**config.mk**
```make
export PLATFORM = sky130hd
export DESIGN_NAME = fetch_stage
export DESIGN_NICKNAME = d
export VERILOG_FILES = /design/src/rtl/wisc_pkg.sv /design/src/rtl/fetch_stage_dff.sv /design/src/rtl/fetch_stage.sv
export SDC_FILE = /design/constraint.sdc
export NUM_CORES = 1
export LEC_CHECK = 0
export ABC_AREA = 1
export CAP_MARGIN = 20
export CORE_UTILIZATION = 48
export DETAILED_ROUTE_END_ITERATION = 10
export GPL_TIMING_DRIVEN = 0
export PLACE_DENSITY = 0.9
export SLEW_MARGIN = 5
export SYNTH_ARGS = -nofsm -noshare
export SYNTH_HDL_FRONTEND = slang
export SYNTH_SLANG_ARGS = --single-unit
```
**constraint.sdc**
```tcl
create_clock -name clk -period 1.79 [get_ports clk]
set_input_delay 0.2685 -clock clk [delete_from_list [all_inputs] [get_ports clk]]
set_output_delay 0.2685 -clock clk [all_outputs]
set_load 0.005 [all_outputs]
```
**src/rtl/wisc_pkg.sv**
```systemverilog
// Shared definitions for the WISC core front end: fetch state encoding and opcodes.
package wisc_pkg;

    typedef enum logic [2:0] {
        ST_START,
        ST_FETCH,
        ST_HOLD,
        ST_SQUASH,
        ST_HALTED
    } fetch_state_e;

    localparam logic [4:0] OP_HALT = 5'b00000;
    localparam logic [4:0] OP_NOP  = 5'b00001;

endpackage

```
**src/rtl/fetch_stage_dff.sv**
```systemverilog
// Plain D register with asynchronous active-low reset to a parameterised value.
module fetch_stage_dff #(
    parameter int unsigned   W       = 1,
    parameter logic [W-1:0]  RST_VAL = '0
) (
    input  logic         clk,
    input  logic         rst_n,
    input  logic [W-1:0] d,
    output logic [W-1:0] q
);

    always_ff @(posedge clk or negedge rst_n) begin
        if (!rst_n) q <= RST_VAL;
        else        q <= d;
    end

endmodule

```
**src/rtl/fetch_stage.sv**
```systemverilog
// WISC instruction-fetch stage: owns the PC, drives a variable-latency handshaked
// instruction memory and hands {instr, pc, pc+2} to decode through a one-entry buffer.
module fetch_stage
    import wisc_pkg::*;
#(
    parameter int unsigned       ADDR_W   = 16,
    parameter int unsigned       INSTR_W  = 16,
    parameter logic [ADDR_W-1:0] RESET_PC = '0
) (
    input  logic               clk,
    input  logic               rst_n,
    output logic               imem_req,
    output logic [ADDR_W-1:0]  imem_addr,
    input  logic               imem_rdy,
    input  logic [INSTR_W-1:0] imem_rdata,
    input  logic               redirect,
    input  logic [ADDR_W-1:0]  redirect_pc,
    output logic               ifid_valid,
    input  logic               ifid_ready,
    output logic [INSTR_W-1:0] ifid_instr,
    output logic [ADDR_W-1:0]  ifid_pc,
    output logic [ADDR_W-1:0]  ifid_pc2,
    output logic               halted,
    output logic               err
);

    localparam logic [ADDR_W-1:0] PC_STEP   = ADDR_W'(2);
    localparam logic [ADDR_W-1:0] RESET_PC2 = RESET_PC + PC_STEP;

    fetch_state_e       state_q, state_d;
    logic               imem_req_q, halted_q, err_q, err_d;
    logic [ADDR_W-1:0]  pc_q, pc_d, req_addr_q, req_addr_d;
    logic               vld_q, vld_d;
    logic [INSTR_W-1:0] instr_q, instr_d;
    logic [ADDR_W-1:0]  bpc_q, bpc_d, bpc2_q, bpc2_d;
    logic [ADDR_W-1:0]  pc_plus2;
    logic               buf_is_halt;

    assign pc_plus2    = pc_q + PC_STEP;
    assign buf_is_halt = (instr_q[INSTR_W-1 -: 5] == OP_HALT);
    assign err_d       = (imem_rdy && !imem_req_q) || (redirect && redirect_pc[0]);

    always_comb begin
        state_d    = state_q;
        pc_d       = pc_q;
        req_addr_d = req_addr_q;
        vld_d      = vld_q;
        instr_d    = instr_q;
        bpc_d      = bpc_q;
        bpc2_d     = bpc2_q;
        if (redirect) begin
            pc_d  = redirect_pc;
            vld_d = 1'b0;
            // An in-flight request must still be completed; only its data is discarded.
            if ((state_q == ST_FETCH || state_q == ST_SQUASH) && !imem_rdy) begin
                state_d = ST_SQUASH;
            end else begin
                state_d    = ST_FETCH;
                req_addr_d = redirect_pc;
            end
        end else begin
            case (state_q)
                ST_START: begin
                    state_d    = ST_FETCH;
                    req_addr_d = pc_q;
                end
                // FETCH is only entered with an empty buffer, so a fetched HALT always parks in HOLD.
                ST_FETCH: begin
                    if (imem_rdy) begin
                        vld_d   = 1'b1;
                        instr_d = imem_rdata;
                        bpc_d   = req_addr_q;
                        bpc2_d  = pc_plus2;
                        pc_d    = pc_plus2;
                        state_d = ST_HOLD;
                    end
                end
                ST_HOLD: begin
                    if (ifid_ready) begin
                        vld_d = 1'b0;
                        if (buf_is_halt) begin
                            state_d = ST_HALTED;
                        end else begin
                            state_d    = ST_FETCH;
                            req_addr_d = pc_q;
                        end
                    end
                end
                ST_SQUASH: begin
                    if (imem_rdy) begin
                        state_d    = ST_FETCH;
                        req_addr_d = pc_q;
                    end
                end
                ST_HALTED: state_d = ST_HALTED;
                default:   state_d = ST_START;
            endcase
        end
    end

    always_ff @(posedge clk or negedge rst_n) begin
        if (!rst_n) begin
            state_q    <= ST_START;
            imem_req_q <= 1'b0;
            halted_q   <= 1'b0;
            err_q      <= 1'b0;
        end else begin
            state_q    <= state_d;
            imem_req_q <= (state_d == ST_FETCH) || (state_d == ST_SQUASH);
            halted_q   <= (state_d == ST_HALTED);
            err_q      <= err_d;
        end
    end

    fetch_stage_dff #(.W(ADDR_W),  .RST_VAL(RESET_PC))  u_pc       (.clk(clk), .rst_n(rst_n), .d(pc_d),       .q(pc_q));
    fetch_stage_dff #(.W(ADDR_W),  .RST_VAL('0))        u_req_addr (.clk(clk), .rst_n(rst_n), .d(req_addr_d), .q(req_addr_q));
    fetch_stage_dff #(.W(1),       .RST_VAL(1'b0))      u_buf_vld  (.clk(clk), .rst_n(rst_n), .d(vld_d),      .q(vld_q));
    fetch_stage_dff #(.W(INSTR_W), .RST_VAL('0))        u_buf_ins  (.clk(clk), .rst_n(rst_n), .d(instr_d),    .q(instr_q));
    fetch_stage_dff #(.W(ADDR_W),  .RST_VAL(RESET_PC))  u_buf_pc   (.clk(clk), .rst_n(rst_n), .d(bpc_d),      .q(bpc_q));
    fetch_stage_dff #(.W(ADDR_W),  .RST_VAL(RESET_PC2)) u_buf_pc2  (.clk(clk), .rst_n(rst_n), .d(bpc2_d),     .q(bpc2_q));

    assign imem_req   = imem_req_q;
    assign imem_addr  = req_addr_q;
    assign ifid_valid = vld_q;
    assign ifid_instr = instr_q;
    assign ifid_pc    = bpc_q;
    assign ifid_pc2   = bpc2_q;
    assign halted     = halted_q;
    assign err        = err_q;

endmodule

```
After elaboration in Yosys (flattened, before gate mapping)

Cells that the tools add are included.

Bits in registers: 87
Logic and storage cells: 62

Add/sub/neg operators: 1
Eq/ne operators: 12
Mux-type cells: 20
Bitwise logic cells: 1
Reductions and logical operators: 18

Operators by type and width:

| operator                | number |
|---|---|
| $mux W16                | 8 |
| $pmux W16 S3            | 1 |
| $add A16 B2 Y16 const B | 1 |
| $mux W3                 | 5 |
| $pmux W3 S5             | 1 |
| $ne A3 B3 Y1 const B    | 4 |
| $eq A3 B2 Y1 const B    | 3 |
| $eq A3 B1 Y1 const B    | 2 |
| $eq A3 B3 Y1 const B    | 2 |
| $reduce_and A3 Y1       | 2 |
| $logic_not A5 Y1        | 1 |
| $reduce_and A5 Y1       | 1 |
| $reduce_bool A2 Y1      | 2 |
| $reduce_bool A4 Y1      | 1 |
| $logic_and A1 B1 Y1     | 3 |
| $logic_not A3 Y1        | 1 |
| $logic_or A1 B1 Y1      | 3 |
| $mux W1                 | 3 |
| $reduce_bool A3 Y1      | 1 |
| $logic_not A1 Y1        | 2 |
| $mux W2                 | 1 |
| $ne A2 B2 Y1 const B    | 1 |
| $pmux W1 S2             | 1 |
| $reduce_and A2 Y1       | 1 |
| $not A1 Y1              | 1 |

Depth between registers and ports, before layout

Gate-level depths: netlist of the first run.

Word-level depth: 7
Gate-level depth with buffers: 10
Gate-level depth less buffers: 9

Cells and area by module

From an unflattened synthesis of the first run, not the netlist that was laid out.

Cells, all modules: 569
Area total of the unflattened synthesis: 4,385.5 µm²

Modules (own cells, without submodules):

| module                          | instances | cells each | area an instance (µm²) | seq. area each (µm²) |
|---|---|---|---|---|
| fetch_stage                     | 1         | 488        | 2,357.3                | 150.1 |
| fetch_stage_dff (u_buf_ins ...) | 4         | 16         | 400.4                  | 400.4 |
| fetch_stage_dff (u_buf_pc2)     | 1         | 16         | 401.6                  | 401.6 |
| fetch_stage_dff (u_buf_vld)     | 1         | 1          | 25.0                   | 25.0 |

Worst setup path after synthesis of the first run

OpenSTA, ideal clock, no wires.

Path kind: flip-flop to flip-flop
Start: register state_q[2]
End: register u_req_addr.q[0]
Library setup time: 117 ps
Data arrival time: 1,252 ps
Data required time: 1,673 ps
Path slack: 421 ps
Cell stages (with the launch flop): 10
Buffers on the path: 1
Clock period less this slack: 1,369 ps
Cells stage by stage: dfrtp_1 -> inv_2 -> nand2_2 -> nor2_2 -> nand2_1 -> nor2_2 -> nor2_4 -> buf_2 -> nand3_1 -> nand2_1

Word-level cells in the longest chain between the ends: 5
Elaborated cells on any way between the ends: 14
Classes of those cells: 7 x eq/ne; 2 x mux; 5 x reduce/logical

RTL lines:

| what                                         | RTL line                             | text |
|---|---|---|
| start, declared                              | fetch_stage.sv:30                    | `fetch_state_e state_q, state_d;` |
| start signal, assigned                       | fetch_stage.sv:108                   | `state_q <= state_d;` |
| $eq A3 B1 Y1 or $eq A3 B2 Y1 (tied branches) | fetch_stage.sv:55, fetch_stage.sv:62 |  |
| $logic_or A1 B1 Y1                           | fetch_stage.sv:55                    | `if ((state_q == ST_FETCH \|\| state_q == ST_SQUASH) && !imem_rdy) begin` |
| $logic_and A1 B1 Y1                          | fetch_stage.sv:55                    |  |
| $ne A2 B2 Y1 (no source line)                | --                                   |  |
| $reduce_and A5 Y1 (no source line)           | --                                   |  |
| end signal, assigned                         | fetch_stage_dff.sv:13                | `if (!rst_n) q <= RST_VAL;` |
| end signal, assigned                         | fetch_stage_dff.sv:14                | `else q <= d;` |
| end, declared                                | fetch_stage_dff.sv:9                 | `output logic [W-1:0] q` |

Parallel ways exist; a longest one is shown, timed or not.
A chain may end at the register's enable or synchronous reset.

Final worst setup path of the first run

Start: register u_buf_pc2.q[1]
End: output ifid_pc2[1]

RTL lines:

| what                   | RTL line              | text |
|---|---|---|
| start, declared        | fetch_stage_dff.sv:9  |  |
| start signal, assigned | fetch_stage_dff.sv:13 |  |
| start signal, assigned | fetch_stage_dff.sv:14 |  |
| end, declared          | fetch_stage.sv:22     | `output logic [ADDR_W-1:0] ifid_pc2,` |

No word-level cell between the ends.

==> out/qor.yml, run 1 <==
outcome:
  outcome: "completed"
power:
  power_frac_seq: 0.449
  p_int_mw: 4.39
  p_leak_nw: 2.63
  ir_worst_vdd_v: 0.000543
  power_mw: 6.26
  p_switching_mw: 1.87
  power.density_nw_per_um2: 1190
  p_comb_frac: 0.311
  p_clk_frac: 0.240
  swShare: 0.298
setup_path:
  r2r-start: "u_pc.q[2]$_DFFE_PN0P_"
  crit_path_end_kind: "output port"
  path_depth: 1
  crit_fanout: 2
  critPathLaunchType: "flop"
  ff2ff_setup_slack_ps: 160
  reg2reg_depth: 8
  max_stage_delay_ps: 540
  cp_cell_sequence: "clkdlybuf4s50_1"
  worstReg2RegEnd: "u_pc.q[15]$_DFFE_PN0P_"
  criticalPathCategory: "reg -> out"
  cp_data_required_time_ps: 1520
  worstPathArrival_ps: 1380
  slowest_stage: "dfstp_2"
  crit_family: "flip-flops"
  crit_buf_inv: 1
final_layout:
  final_cell_count_no_fill: 695
  layout_common_cells: "nand2_1, clkdlybuf4s50_1, dfrtp_1, nand3_1, inv_1"
  area.sequential_um2: 2180
  multi_input_area_um2: 1480
  fin_nets: 626
  final_util: 0.682
  fillers: 594
  final_common_cell: "nand2_1"
  syn_to_final_growth_pct: 36.9
  antenna_cells: 0
  drive_above_1_share: 0.0759
clocking:
  cts_sinks: 87
  root_buffer: "clkbuf_8"
  post_cts.repair.setup_buffers: 0
  worstSkewPairLatency_ps: 350
  clkSlewWorstSetupHoldPaths_ps: 80
  cts_tree: "yes"
  clock_path_buffers: 2
  cts_htree_levels: 3
  numCtsBuffers: 9
floorplanning:
  die-area_um2: 8390
  die_y_um: 91.6
  initial_core_util: 0.499
  coreArea_um2: 7730
  die_x_um: 91.6
  pin_count: 105
  rows: 32
global_route:
  grt_start_max_net_pins: 61
  grt_pass1_wl_um: 16600
  antenna_found_initial: 0
  grt_pass1_vias: 3482
  overflow: 0
  grtUsageTotal: 0.255
flow_run:
  max-cap-violations: 0
placed_design:
  pre_cts_ws_ps: -190
  gp_congestion: 0.880
  dp_cells: 678
  portBuffers: 103
  dp_hpwl_um: 7210
logic_synthesis:
  synth_top_family_by_area: "simple AND/OR/NAND/NOR gates"
  synth-simple-area-share: 0.314
  synthArstFlopShare: 1.00
  synth_largest_area_cell: "dfrtp_1"
  synth_area_um2: 3850
  ys_types: 27
  synth_compound_area_frac: 0.0568
  synth.area.mux_share: 0
  synthAdderAreaFrac: 0.00325
  ys_seq_elements: 87
  postSynthCellCount: 472
  ys_warn_count: 0
  synth_nets: 510
  synth.area.top_cells: "dfrtp_1, nand2_1, nand3_1"
  syn_avg_cell_area_um2: 8.16
  synthXorXnorAreaFrac: 0.00909
  ys.flop_type: "dfrtp_1"
  netlist.area_leader.share: 0.559
  synth_sequential_area_ratio: 0.565
  synth_edf_count: 0
timing:
  period_minus_slack_ps: 1650
  layout_setup_ws_ps: 137
  period_share: 0.924
  max_clock_freq_mhz: 605
  rsz0062_at_grt: "false"
  slew_violations: 0
  slew_headroom: 0.634
  setup_viol: 0
  hold_viol_final: 0
  worst_slew_pin_slew_ps: 550
  hold_slack_ps: 255
  skew_ps: 9.08
detailed_routing:
  wl_per_cell_um: 13.8
  drc: 0
  vias: 3450
  drt_wl_total_um: 9620
  antenna_violating_nets_post_route: 0
  first_pass_iters: 4
  drt-vias-per-instance: 4.96
  drt-initial-drc-count: 130
hold_path:
  hold_path_end: "err$_DFF_PN0_"
  hp-class: "in -> reg"
  hold_depth: 3
  min-delay-start: "redirect"
==> per-layer routing <==
| layer | share of wire | vias up | global-route usage |
|---|---|---|---|
| met4 | 0.021 | 0 | 0.0886 |
| li1 | - | 1711 | - |
| met2 | 0.48 | 108 | 0.411 |
| met3 | 0.056 | 18 | 0.0469 |
| met1 | 0.44 | 1613 | 0.346 |
| met5 | 0 | - | 0 |
==> worst max path at each step <==
stage	from	slack [ps]	endpoint
floorplan	state_q[2]$_DFF_PN0_	420	u_req_addr.q[0]$_DFFE_PN0P_
global placement	rst_n	-2590	u_buf_ins.q[11]$_DFFE_PN0P_
detailed placement	imem_rdy	-190	u_buf_ins.q[9]$_DFFE_PN0P_
CTS	u_pc.q[2]$_DFFE_PN0P_	100	u_pc.q[15]$_DFFE_PN0P_
global route	u_pc.q[2]$_DFFE_PN0P_	10	u_pc.q[15]$_DFFE_PN0P_
finish	u_buf_pc2.q[1]$_DFFE_PN1P_	140	ifid_pc2[1]
==> power groups by stage <==
stage | combinational [mW] | clock (mW) | sequential [mW]
after CTS | 1.97 | 1.53 | 2.81
after floorplan | 0.690 | 0 | 2.84
after detailed placement | 1.96 | 0 | 2.84
final | 1.95 | 1.50 | 2.81
after global routing | 2.17 | 1.61 | 2.88
after global placement | 1.89 | 0 | 2.82
==> registers in the layout, indices dropped and copies added (netlist names) <==
signal	count
u_pc.q	16
state_q	3
u_buf_ins.q	16
u_buf_pc2.q	16
err	1
halted	1
u_buf_vld.q	1
u_req_addr.q	16
u_buf_pc.q	16
imem_req	1
==> cell type report <==
type | instances | share of cell area
well taps | 102 | 0.0242
inverters | 26 | 0.0185
repair buffers | 105 | 0.202
flip-flops and latches | 87 | 0.413
multi-input cells | 341 | 0.281
clock inverters | 6 | 0.0173
plain buffers | 18 | 0.0190
clock buffers | 10 | 0.0242
==> through the flow <==
stage | TNS, ps | area (um2)
finish | 0 | 5270
global route | 0 | 5270
CTS | 0 | 5270
detailed placement | -9060 | 5040
global placement | -229370 | 5010
floorplan | 0 | 3850
==> cells in the mapped netlist, drive strengths merged, types with 2 or more instances <==
cell type	count
nand2	236
dfrtp	86
nand3	36
inv	26
nor2	22
o21ai	22
buf	14
o211ai	7
a21oi	4
clkbuf	4
xor2	4
o21a	3
nor3	2
==> worst register-to-register path, cell delays in order, from the launching register on <==
cell and delay, ps:
dfrtp_1 410, ha_1 210, nand2_1 90, nor2_2 180, nand2_1 120, nor2_1 220, nand3_1 100, nand3_1 120
nand2_1 70
==> what timing repair did <==
action / 4_1_cts / 5_1_grt
endpoints found under the hold margin: 27 / 0
endpoints found under the setup margin: 0 / 5
hold buffers: 1 / 0
gates resized for setup: 0 / 2
==> logic make-up after synthesis <==
kind of cell	after synthesis
simple gates	298
buf+inv	44
compound gates	38
fa+ha+maj	1
flops	87
xor+xnor	4
No activity file was read; power rests on OpenSTA's default activity.
==> run 2: changes to the inputs <==
--- a/config.mk
+++ b/config.mk
@@ -6,10 +6,11 @@
 export NUM_CORES = 1
 export LEC_CHECK = 0
 export ABC_AREA = 1
-export CAP_MARGIN = 20
 export CORE_UTILIZATION = 48
+export CTS_CLUSTER_SIZE = 28
 export DETAILED_ROUTE_END_ITERATION = 10
 export GPL_TIMING_DRIVEN = 0
+export HOLD_SLACK_MARGIN = 0.06
 export PLACE_DENSITY = 0.9
 export SLEW_MARGIN = 5
 export SYNTH_ARGS = -nofsm -noshare
==> results of run 2 <==
Same layout as run 1: the final DEF is identical, and so are final timing and power.
==> variant, RTL diff (config.mk and constraints of run 1) <==
Re-encode `fetch_state_e` (5 states) as one-hot, 5 bits wide.
--- a/src/rtl/wisc_pkg.sv
+++ b/src/rtl/wisc_pkg.sv
@@ -2,10 +2,10 @@
 package wisc_pkg;
 
-    typedef enum logic [2:0] {
-        ST_START,
-        ST_FETCH,
-        ST_HOLD,
-        ST_SQUASH,
-        ST_HALTED
+    typedef enum logic [4:0] {
+        ST_START  = 5'b00001,
+        ST_FETCH  = 5'b00010,
+        ST_HOLD   = 5'b00100,
+        ST_SQUASH = 5'b01000,
+        ST_HALTED = 5'b10000
     } fetch_state_e;
 
Function: same outputs for any inputs over 4 cycles, from zero or initial values and one cycle with rst_n low; so few cycles prove little.
==> variant against run 1 <==
Cell area is 3.9% higher. Highest routed layer unchanged. Largest cell class unchanged. Synthesized area is 4.3% higher. Setup slack worse by 0.044 ns. Sequential share of layout area is 0.60 points lower. Combinational power is 45% higher. Sequential power is 16% higher. Sequential cell count is 2 higher. Routed wire length is 6.9% higher. Non-clock buffer count is 3 higher. Register-to-register slack worse by 0.07 ns. Power is 21% higher. Cell count is 3.9% higher.
==> variant: results <==
[run_status]
outcome = "finished clean"

[drt]
first_iter_violations = 211
route.met2.wl_mm = 4.91
dr_wl_met3_um = 622
top_layer = "met4"
drt-met1-wl_mm = 4.49
drt-wirelength-per-cell_um = 14.2
vias_per_cell = 5.13

[clock_tree]
cts_buffers = 9
cts_max_path_buffers = 2
post_cts_buffers = 0
clkTransAtPathRegs_ns = 0.09
cts_resized = 1
holdBufCountCts = 1

[worst_setup_path]
cp_max_fo = 10
rrSetupSlack_ns = 0.09
slowest_stage = "dfrtp_1"
reg2regPathDepth = 8
cp.arrival_ns = 1.94
crit_path_max_incr_delay_ns = 0.43

[place]
place.gp.congestion = 0.916
dpl.hpwl_mm = 7.50
post-place-cells = 703
placed_cell_area_mm2 = 0.00520

[global_route]
antenna_found_initial = 0
grt_pass1_wl_mm = 16.7
grt_usage_pct = 24.8
first_global_vias = 3528
grt_max_degree = 48

[final_layout]
stdcell_count = 722
num_antenna_cells = 0
drive_gt1_share_pct = 9.08
nFillCells = 688
nNetsFinal = 650

[power_and_ir_drop]
power.switching_mw = 2.46
leakagePower_nw = 2.73
ir_worst_vdd_v = 0.000575
seq_power_mw = 3.26
p_comb_mw = 2.83

[yosys]
synth-xor-area-share_pct = 0.654
seq_area_frac_synth_pct = 55.5
synth_nets = 532
synth_compound_area_share_pct = 4.24
synth-main-ff-cell = "dfrtp_1"
yosys-top-cells-count = "nand2_1, dfrtp_1, nand3_1"
synthMuxAreaShare_pct = 0
async_reset_ff_share_pct = 100
netlist_instances = 494
synthAdderAreaFrac_pct = 0.311
ys_types = 30
synth_area_leaders = "dfrtp_1, nand2_1, nand3_1"

[timing]
finClkSkew_ns = 0.0111
slew_headroom_pct = 62.0

[worst_hold_path]
hp-class = "input port to register"
hold_depth = 3
## variant: logic make-up after synthesis
kind of cell	after synthesis
compound gates	31
flops	89
xor+xnor	3
simple gates	320
buf+inv	50
fa+ha+maj	1
## variant: critical path: cells and delay by family (launching register included)
kind	cells	cell delay [ns]
DFF	1	0.43
and+or+nand+nor	6	0.74
buffers and inverters	2	0.41
## variant: cell type report
| type | instances | area (um2) | share of cell area [%] |
|---|---|---|---|
| Timing Repair Buffer | 107 | 1080 | 19.7 |
| Inverter | 31 | 116 | 2.12 |
| Multi-Input combinational cell | 355 | 1580 | 28.8 |
| Clock buffer | 10 | 138 | 2.51 |
| Tap cell | 105 | 131 | 2.40 |
| Clock inverter | 6 | 73.8 | 1.35 |
| Buffer | 19 | 129 | 2.35 |
| Sequential cell | 89 | 2230 | 40.7 |
## variant: metal layers
layer | track usage (%) | up-vias
met5 | 0 | -
li1 | - | 1793
met3 | 3.90 | 22
met2 | 39.8 | 128
met4 | 12.2 | 0
met1 | 32.7 | 1759
## variant: path summary, 6_finish.rpt
check,startpoint,to
max in group asynchronous,rst_n,state_q[0]
worst min register to register,imem_req,err
min in group asynchronous,rst_n,u_buf_vld.q
worst max-delay path,state_q[2],u_buf_pc2.q[4]
worst max register to register,state_q[2],u_buf_pc2.q[4]
worst min-delay path,redirect,err
## variant: through the flow
stage                     setup TNS, ns  worst slack [ns]  hold slack [ns]  power, mW  utilization, %
after detailed placement          -6.51            -0.210            0.303       6.07            63.7
after global routing          -0.000360         -0.000360            0.297       8.05            67.0
final                                 0            0.0926            0.273       7.55            67.0
after CTS                             0            0.0490            0.248       7.56            66.4
after global placement          -237.69             -2.64            0.445       5.95            63.4
after floorplan                       0             0.341          -0.0271       4.30               -
